<file path="config.mk">
export PLATFORM = sky130hd
export DESIGN_NAME = pc_fetch_ctrl
export DESIGN_NICKNAME = d
export VERILOG_FILES = /design/src/rtl/pc_fetch_ctrl.sv
export SDC_FILE = /design/constraint.sdc
export NUM_CORES = 1
export LEC_CHECK = 0
export CORE_MARGIN = 2
export CORE_UTILIZATION = 45
export CTS_BUF_LIST = sky130_fd_sc_hd__clkbuf_4
export CTS_CLUSTER_DIAMETER = 50
export DETAILED_ROUTE_END_ITERATION = 16
export GPL_TIMING_DRIVEN = 0
export PLACE_DENSITY_LB_ADDON = 0.05
export SYNTH_ARGS = -nofsm -noshare
export SYNTH_HDL_FRONTEND = slang
export SYNTH_SLANG_ARGS = --single-unit
</file>
<file path="constraint.sdc">
create_clock -name clk -period 1.9 [get_ports clk]
set_clock_uncertainty 0.05 [all_clocks]
set_input_delay 0.19 -clock clk [delete_from_list [all_inputs] [get_ports clk]]
set_output_delay 0.19 -clock clk [all_outputs]
set_load 0.01 [all_outputs]
</file>
<file path="src/rtl/pc_fetch_ctrl.sv">
// Fetch-side PC generator for the IF/ID pipeline register: steps the PC, loads
// branch targets, and squashes wrong-path fetches with a timed flush pulse.
module pc_fetch_ctrl #(
  parameter int PC_W         = 4,
  parameter int PC_STEP      = 1,
  parameter int RESET_PC     = 0,
  parameter int FLUSH_CYCLES = 1
) (
  input  logic            clk,
  input  logic            rst_n,
  input  logic            stall,
  input  logic            br_taken,
  input  logic [PC_W-1:0] br_target,
  output logic [PC_W-1:0] pc_out,
  output logic            pc_valid,
  output logic            flush_ir,
  output logic            busy
);

  typedef enum logic [1:0] {
    IDLE  = 2'd0,
    RUN   = 2'd1,
    FLUSH = 2'd2
  } state_t;

  localparam logic [PC_W-1:0] RESET_PC_V = PC_W'(RESET_PC);
  localparam logic [PC_W-1:0] STEP_V     = PC_W'(PC_STEP);
  localparam logic [2:0]      CNT_INIT   = 3'(FLUSH_CYCLES - 1);

  state_t          state_q;
  logic [2:0]      cnt_q;
  logic [PC_W-1:0] pc_q;
  logic            valid_q;
  logic            flush_q;
  logic            busy_q;

  logic [PC_W-1:0] pc_inc_d;
  logic [2:0]      cnt_dec_d;

  // Natural wrap of the adder gives the required modulo-2**PC_W arithmetic.
  assign pc_inc_d  = pc_q + STEP_V;
  assign cnt_dec_d = cnt_q - 3'd1;

  always_ff @(posedge clk or negedge rst_n) begin
    if (!rst_n) begin
      state_q <= IDLE;
      cnt_q   <= 3'd0;
      pc_q    <= RESET_PC_V;
      valid_q <= 1'b0;
      flush_q <= 1'b0;
      busy_q  <= 1'b0;
    end else begin
      case (state_q)
        IDLE, RUN: begin
          if (br_taken) begin
            pc_q    <= br_target;
            valid_q <= 1'b0;
            flush_q <= 1'b1;
            busy_q  <= 1'b1;
            cnt_q   <= CNT_INIT;
            state_q <= FLUSH;
          end else if (state_q == IDLE) begin
            state_q <= RUN;
            valid_q <= 1'b1;
          end else if (!stall) begin
            pc_q <= pc_inc_d;
          end
        end
        FLUSH: begin
          // Stall is deliberately ignored here so the flush length stays fixed.
          if (br_taken) begin
            pc_q  <= br_target;
            cnt_q <= CNT_INIT;
          end else if (cnt_q == 3'd0) begin
            state_q <= RUN;
            flush_q <= 1'b0;
            busy_q  <= 1'b0;
            valid_q <= 1'b1;
          end else begin
            cnt_q <= cnt_dec_d;
          end
        end
        default: begin
          state_q <= IDLE;
          valid_q <= 1'b0;
          flush_q <= 1'b0;
          busy_q  <= 1'b0;
        end
      endcase
    end
  end

  assign pc_out   = pc_q;
  assign pc_valid = valid_q;
  assign flush_ir = flush_q;
  assign busy     = busy_q;

endmodule
</file>
==> flow_summary.ini, run 1 <==
[setup_path]
path_cells = clkdlybuf4s50_1
worstSetupPathType = reg -> out
cp_max_fo = 8
cpPeakStageDelay_ns = 0.60
cp_num_buf_inv = 1
slowest_stage = clkdlybuf4s50_1
cp.arrival_ns = 1.36
cp_top_family = buffers and inverters
cp-end-kind = output pin
start_kind = flop
critPathRequiredTime_ns = 1.66

[placement]
hpwlAfterDp_um = 845.6
gp_congestion = 0.7619
port_buffers = 14

[die]
io-pin-count = 15
rows = 12
dieWidth_um = 40.04
initial_core_util = 0.5054
core_um2 = 1156
die-height_um = 40.04
die_area_um2 = 1603

[grt]
grt_start_max_net_pins = 11
grt_pass1_wl_mm = 2.014
grt_pass1_vias = 455
grt_util_all_layers = 0.1904
grt_overflow = 0
antenna_found_initial = 0

[detailed_routing]
routed_via_density = 5.400
route.detailed.drc = 0
wl_mm = 1.132
firstDrtPassIters = 4
postRouteAntennaNets = 0
wl_per_cell_um = 12.58
drt_iter0_drc = 8
vias = 486

[pwr]
power.leakage_nw = 0.3228
power_density_nw_per_um2 = 742.1
peakVddDrop_mv = 0.4240

[clock_tree]
path_clk_slew_ns = 0.06
post_cts_resized = 0
clock_latency_ns = 0.26
root_buffer = clkbuf_4
cts_buffer_depth = 2
post_cts_buffers = 0
htree_levels = 1
tritoncts = yes
ctsHoldBuffers = 0
numCtsBuffers = 3
clock-sinks = 10

[yosys]
synth_most_common_cell = dfrtp_1
async_flop_share = 1.000
synth_commonest_cells = dfrtp_1, nand2_1, a21oi_1, inv_1, o21ai_0
synth_area_um2 = 584.3
synthFlopType = dfrtp_1
yosys.area.top_type = dfrtp_1
yosysWarningCount = 0
synthDistinctLibCells = 25
synth_edf_count = 0
ys_ff_latch = 10
syn_nets = 70
synthDominantCellAreaShare = 0.4283
postSynthAreaPerCell_um2 = 9.904
syn_inst = 59
synthTopCellsByArea = dfrtp_1, ha_1, a21oi_1, mux2_1, nand2_1
ys_seq_area_frac = 0.4283

[final_layout]
regArea_um2 = 250.2
n_antenna_cell = 0
area_delta_synth_final_pct = 30.84
multi_input_area_um2 = 292.8
num-nets-final = 89
num-fill-cells = 92
drive_above_1_share = 0.1184

[sta]
slew_headroom = 0.6951
fmax_mhz = 624.3
fin_hold_ws_ns = 0.1948
final-setup-viol-count = 0
finalSetupTns_ns = 0
period_share = 0.8430
grt_setup_unrepaired = false
slew_violations = 0
tightest_slew_ns = 0.4559
finalHoldViolCount = 0
min_period_ns = 1.602

[worst_hold_path]
hold_class = in -> async

[run]
maxCapViolCount = 0

[outcome]
outcome = complete, no violations
-- power by group --
group / internal, mW / total, mW / switching, mW / leakage (nW)
registers: 0.237 / 0.267 / 0.0304 / 0.125
clock network: 0.0731 / 0.143 / 0.0700 / 0.0138
logic: 0.0913 / 0.157 / 0.0660 / 0.184
-- state kept, by name, indices dropped and copies added, names as in the netlist --
register / cells
state_q: 2
cnt_q: 3
pc_out: 4
busy: 1
-- through the flow --
| stage | std cells | setup WS, ns | cell area, µm² | utilization | power, mW |
|---|---|---|---|---|---|
| after CTS | 90 | 0.3184 | 764.5 | 0.6613 | 0.5723 |
| final | 90 | 0.2983 | 764.5 | 0.6613 | 0.5673 |
| after global routing | 90 | 0.2608 | 764.5 | 0.6613 | 0.6013 |
| after detailed placement | 87 | 0.1391 | 742.0 | 0.6418 | 0.4286 |
| after floorplan | 59 | 0.4601 | 584.3 | - | 0.3431 |
| after global placement | 87 | 0.1687 | 742.0 | 0.6418 | 0.4269 |
-- final timing paths --
check	end	cells past startpoint	from	slack, ns
setup / recovery	pc_valid	1	state_q[0]$_DFFE_PN0P_	0.30
hold / removal	pc_out[0]$_DFFE_PN0P_	1	rst_n	0.19
setup reg to reg	pc_out[3]$_DFFE_PN0P_	4	state_q[0]$_DFFE_PN0P_	0.36
hold reg to reg	cnt_q[1]$_DFFE_PN0P_	1	cnt_q[1]$_DFFE_PN0P_	0.46
max in group asynchronous	cnt_q[0]$_DFFE_PN0P_	1	rst_n	1.29
min in group clk	pc_out[0]$_DFFE_PN0P_	3	br_target[0]	0.44
-- cell families (layout without fill, tap and decap cells) --
group,after synthesis,after routing,share of synthesized area
buf+inv,8,25,0.07066
fa+ha+maj,3,3,0.06425
flops,10,10,0.4283
mux,3,3,0.05567
compound gates,20,20,0.2570
simple gates,15,15,0.1242
-- metal layers --
| metal | up-vias | GRT usage | share of wire |
|---|---|---|---|
| met2 | 12 | 0.2823 | 0.43 |
| met3 | 0 | 0.05000 | 0.049 |
| met1 | 229 | 0.2708 | 0.52 |
| met5 | - | 0 | 0 |
| li1 | 245 | - | - |
| met4 | 0 | 0.05172 | 0 |
-- cells in the final DEF, fill, tap and decap left out, types with 2 or more instances in the layout --
cell	synthesis	layout
a21oi_1	5	5
a22o_1	2	2
a32o_1	2	2
clkbuf_4	0	3
clkdlybuf4s50_1	0	14
dfrtp_1	10	10
ha_1	3	3
inv_1	4	4
inv_2	2	2
mux2_1	2	2
nand2_1	6	6
nand2b_1	2	2
nor2_1	3	3
o21ai_0	4	4
o22a_1	2	2
-- cell type report --
cell class                      instances  area share
Multi-Input combinational cell         41      0.3830
Clock buffer                            3     0.02946
Tap cell                               14     0.02291
Inverter                                6     0.02946
Timing Repair Buffer                   14      0.1833
Sequential cell                        10      0.3273
Buffer                                  2     0.02455
(Power assumes the default switching activity.)
==> run 2, diff against run 1 <==
Clock period 1.9 ns to 1.55 ns, I/O delays scaled along.
==> run 2 against run 1 <==
Die area stayed put. Critical path depth up 1. Cell count is 1.1% higher. Global-route usage is the same. Largest power group unchanged. Highest routed layer unchanged.
==> flow_summary.ini, run 2 (synthesis results as in run 1) <==
[clock_tree]
cts_buffer_depth = 2
numCtsBuffers = 3
root_buffer = clkbuf_4
clock-sinks = 10
tritoncts = yes
path_clk_slew_ns = 0.06
htree_levels = 1
clock_latency_ns = 0.26

[setup_path]
cp_max_fo = 4
rr_worst_depth = 4
start_kind = flop
path_cells = buf_4 -> clkdlybuf4s50_1
cp.arrival_ns = 1.28
cp.depth = 2
critPathRequiredTime_ns = 1.34
slowest_stage = clkdlybuf4s50_1
cpPeakStageDelay_ns = 0.52
cp_top_family = buffers and inverters
cp_num_buf_inv = 2
cp-end-kind = output pin
worstSetupPathType = reg -> out

[placement]
hpwlAfterDp_um = 845.6
gp_congestion = 0.7619
port_buffers = 14
dp.cells = 87

[detailed_routing]
route.detailed.drc = 0
routed_via_density = 5.352
wl_per_cell_um = 12.30
firstDrtPassIters = 4
wl_mm = 1.119
vias = 487
drt_iter0_drc = 7
postRouteAntennaNets = 0

[sta]
fmax_mhz = 673.2
slew_headroom = 0.6947
period_share = 0.9583
finalHoldViolCount = 0
tightest_slew_ns = 0.4565
min_period_ns = 1.485
grt_setup_unrepaired = false
slew_violations = 0
final-setup-viol-count = 0

[grt]
antenna_found_initial = 0
grt_util_all_layers = 0.1904
grt_pass1_wl_mm = 2.014
grt_start_max_net_pins = 11
grt_overflow = 0
grt_pass1_vias = 455

[die]
rows = 12
die-height_um = 40.04
core_um2 = 1156
io-pin-count = 15
dieWidth_um = 40.04
die_area_um2 = 1603
initial_core_util = 0.5054

[pwr]
power_density_nw_per_um2 = 904.5
total_power_mw = 0.6994
power.leakage_nw = 0.3266
peakVddDrop_mv = 0.5289

[final_layout]
regArea_um2 = 251.5
final_common_cell = clkdlybuf4s50_1
final_cell_mix = clkdlybuf4s50_1, dfrtp_1, nand2_1
multi_input_area_um2 = 292.8
drive_above_1_share = 0.1429
fin_cells = 91
area_delta_synth_final_pct = 32.33
n_antenna_cell = 0
largest_register_ffs = 4
num-nets-final = 90
num-fill-cells = 92

[run]
maxCapViolCount = 0

[outcome]
outcome = complete, no violations

[worst_hold_path]
hold_class = in -> async
==> run 2: metal layers <==
metal  part of all wire  routed length [µm]  vias up  global-route usage
met5                  0                   0        -                   0
met4                  0                   0        0             0.05172
met3              0.051                  57        0             0.05000
met2               0.43                 486       12              0.2823
met1               0.51                 575      228              0.2708
li1                   -                   -      247                   -
==> run 2: worst paths after layout <==
path	start	end	slack, ns
max in group asynchronous	rst_n	state_q[0]$_DFFE_PN0P_	0.95
worst max-delay path	busy$_DFFE_PN0P_	flush_ir	0.06
worst min-delay path	rst_n	pc_out[0]$_DFFE_PN0P_	0.16
worst max register to register	state_q[0]$_DFFE_PN0P_	pc_out[3]$_DFFE_PN0P_	0.11
min in group clk	br_target[0]	pc_out[0]$_DFFE_PN0P_	0.41
worst min register to register	cnt_q[1]$_DFFE_PN0P_	cnt_q[1]$_DFFE_PN0P_	0.46
==> run 2: cell type report <==
cell class | instances | share of cell area
buffer | 2 | 0.02427
clock buffer | 3 | 0.02913
inverter | 6 | 0.02913
multi-input combinational | 41 | 0.3786
sequential | 10 | 0.3252
tap | 14 | 0.02265
timing repair buffer | 15 | 0.1909
==> run 2: repair_timing <==
item / CTS / global route
hold buffers: 0 / 0
resized for setup: 0 / 1
buffers inserted: 0 / 1
setup endpoints to repair: 0 / 4
hold endpoints to repair: 0 / 0
==> run 2: stage by stage <==
step	hold WS [ns]	setup TNS (ns)	setup WS (ns)	area [µm²]	util
floorplan	-0.1906	0	0.1101	584.3	-
global placement	0.4423	-0.2916	-0.1463	742.0	0.6418
detailed placement	0.4448	-0.3460	-0.1759	742.0	0.6418
CTS	0.1715	0	0.003372	764.5	0.6613
global route	0.1955	0	0.005400	773.2	0.6688
finish	0.1603	0	0.06463	773.2	0.6688
==> run 2: power breakdown <==
group	internal [mW]	leakage [nW]	total [mW]	switching, mW
Sequential	0.290	0.124	0.327	0.0371
Combinational	0.116	0.189	0.197	0.0813
Clock	0.0896	0.0138	0.175	0.0856
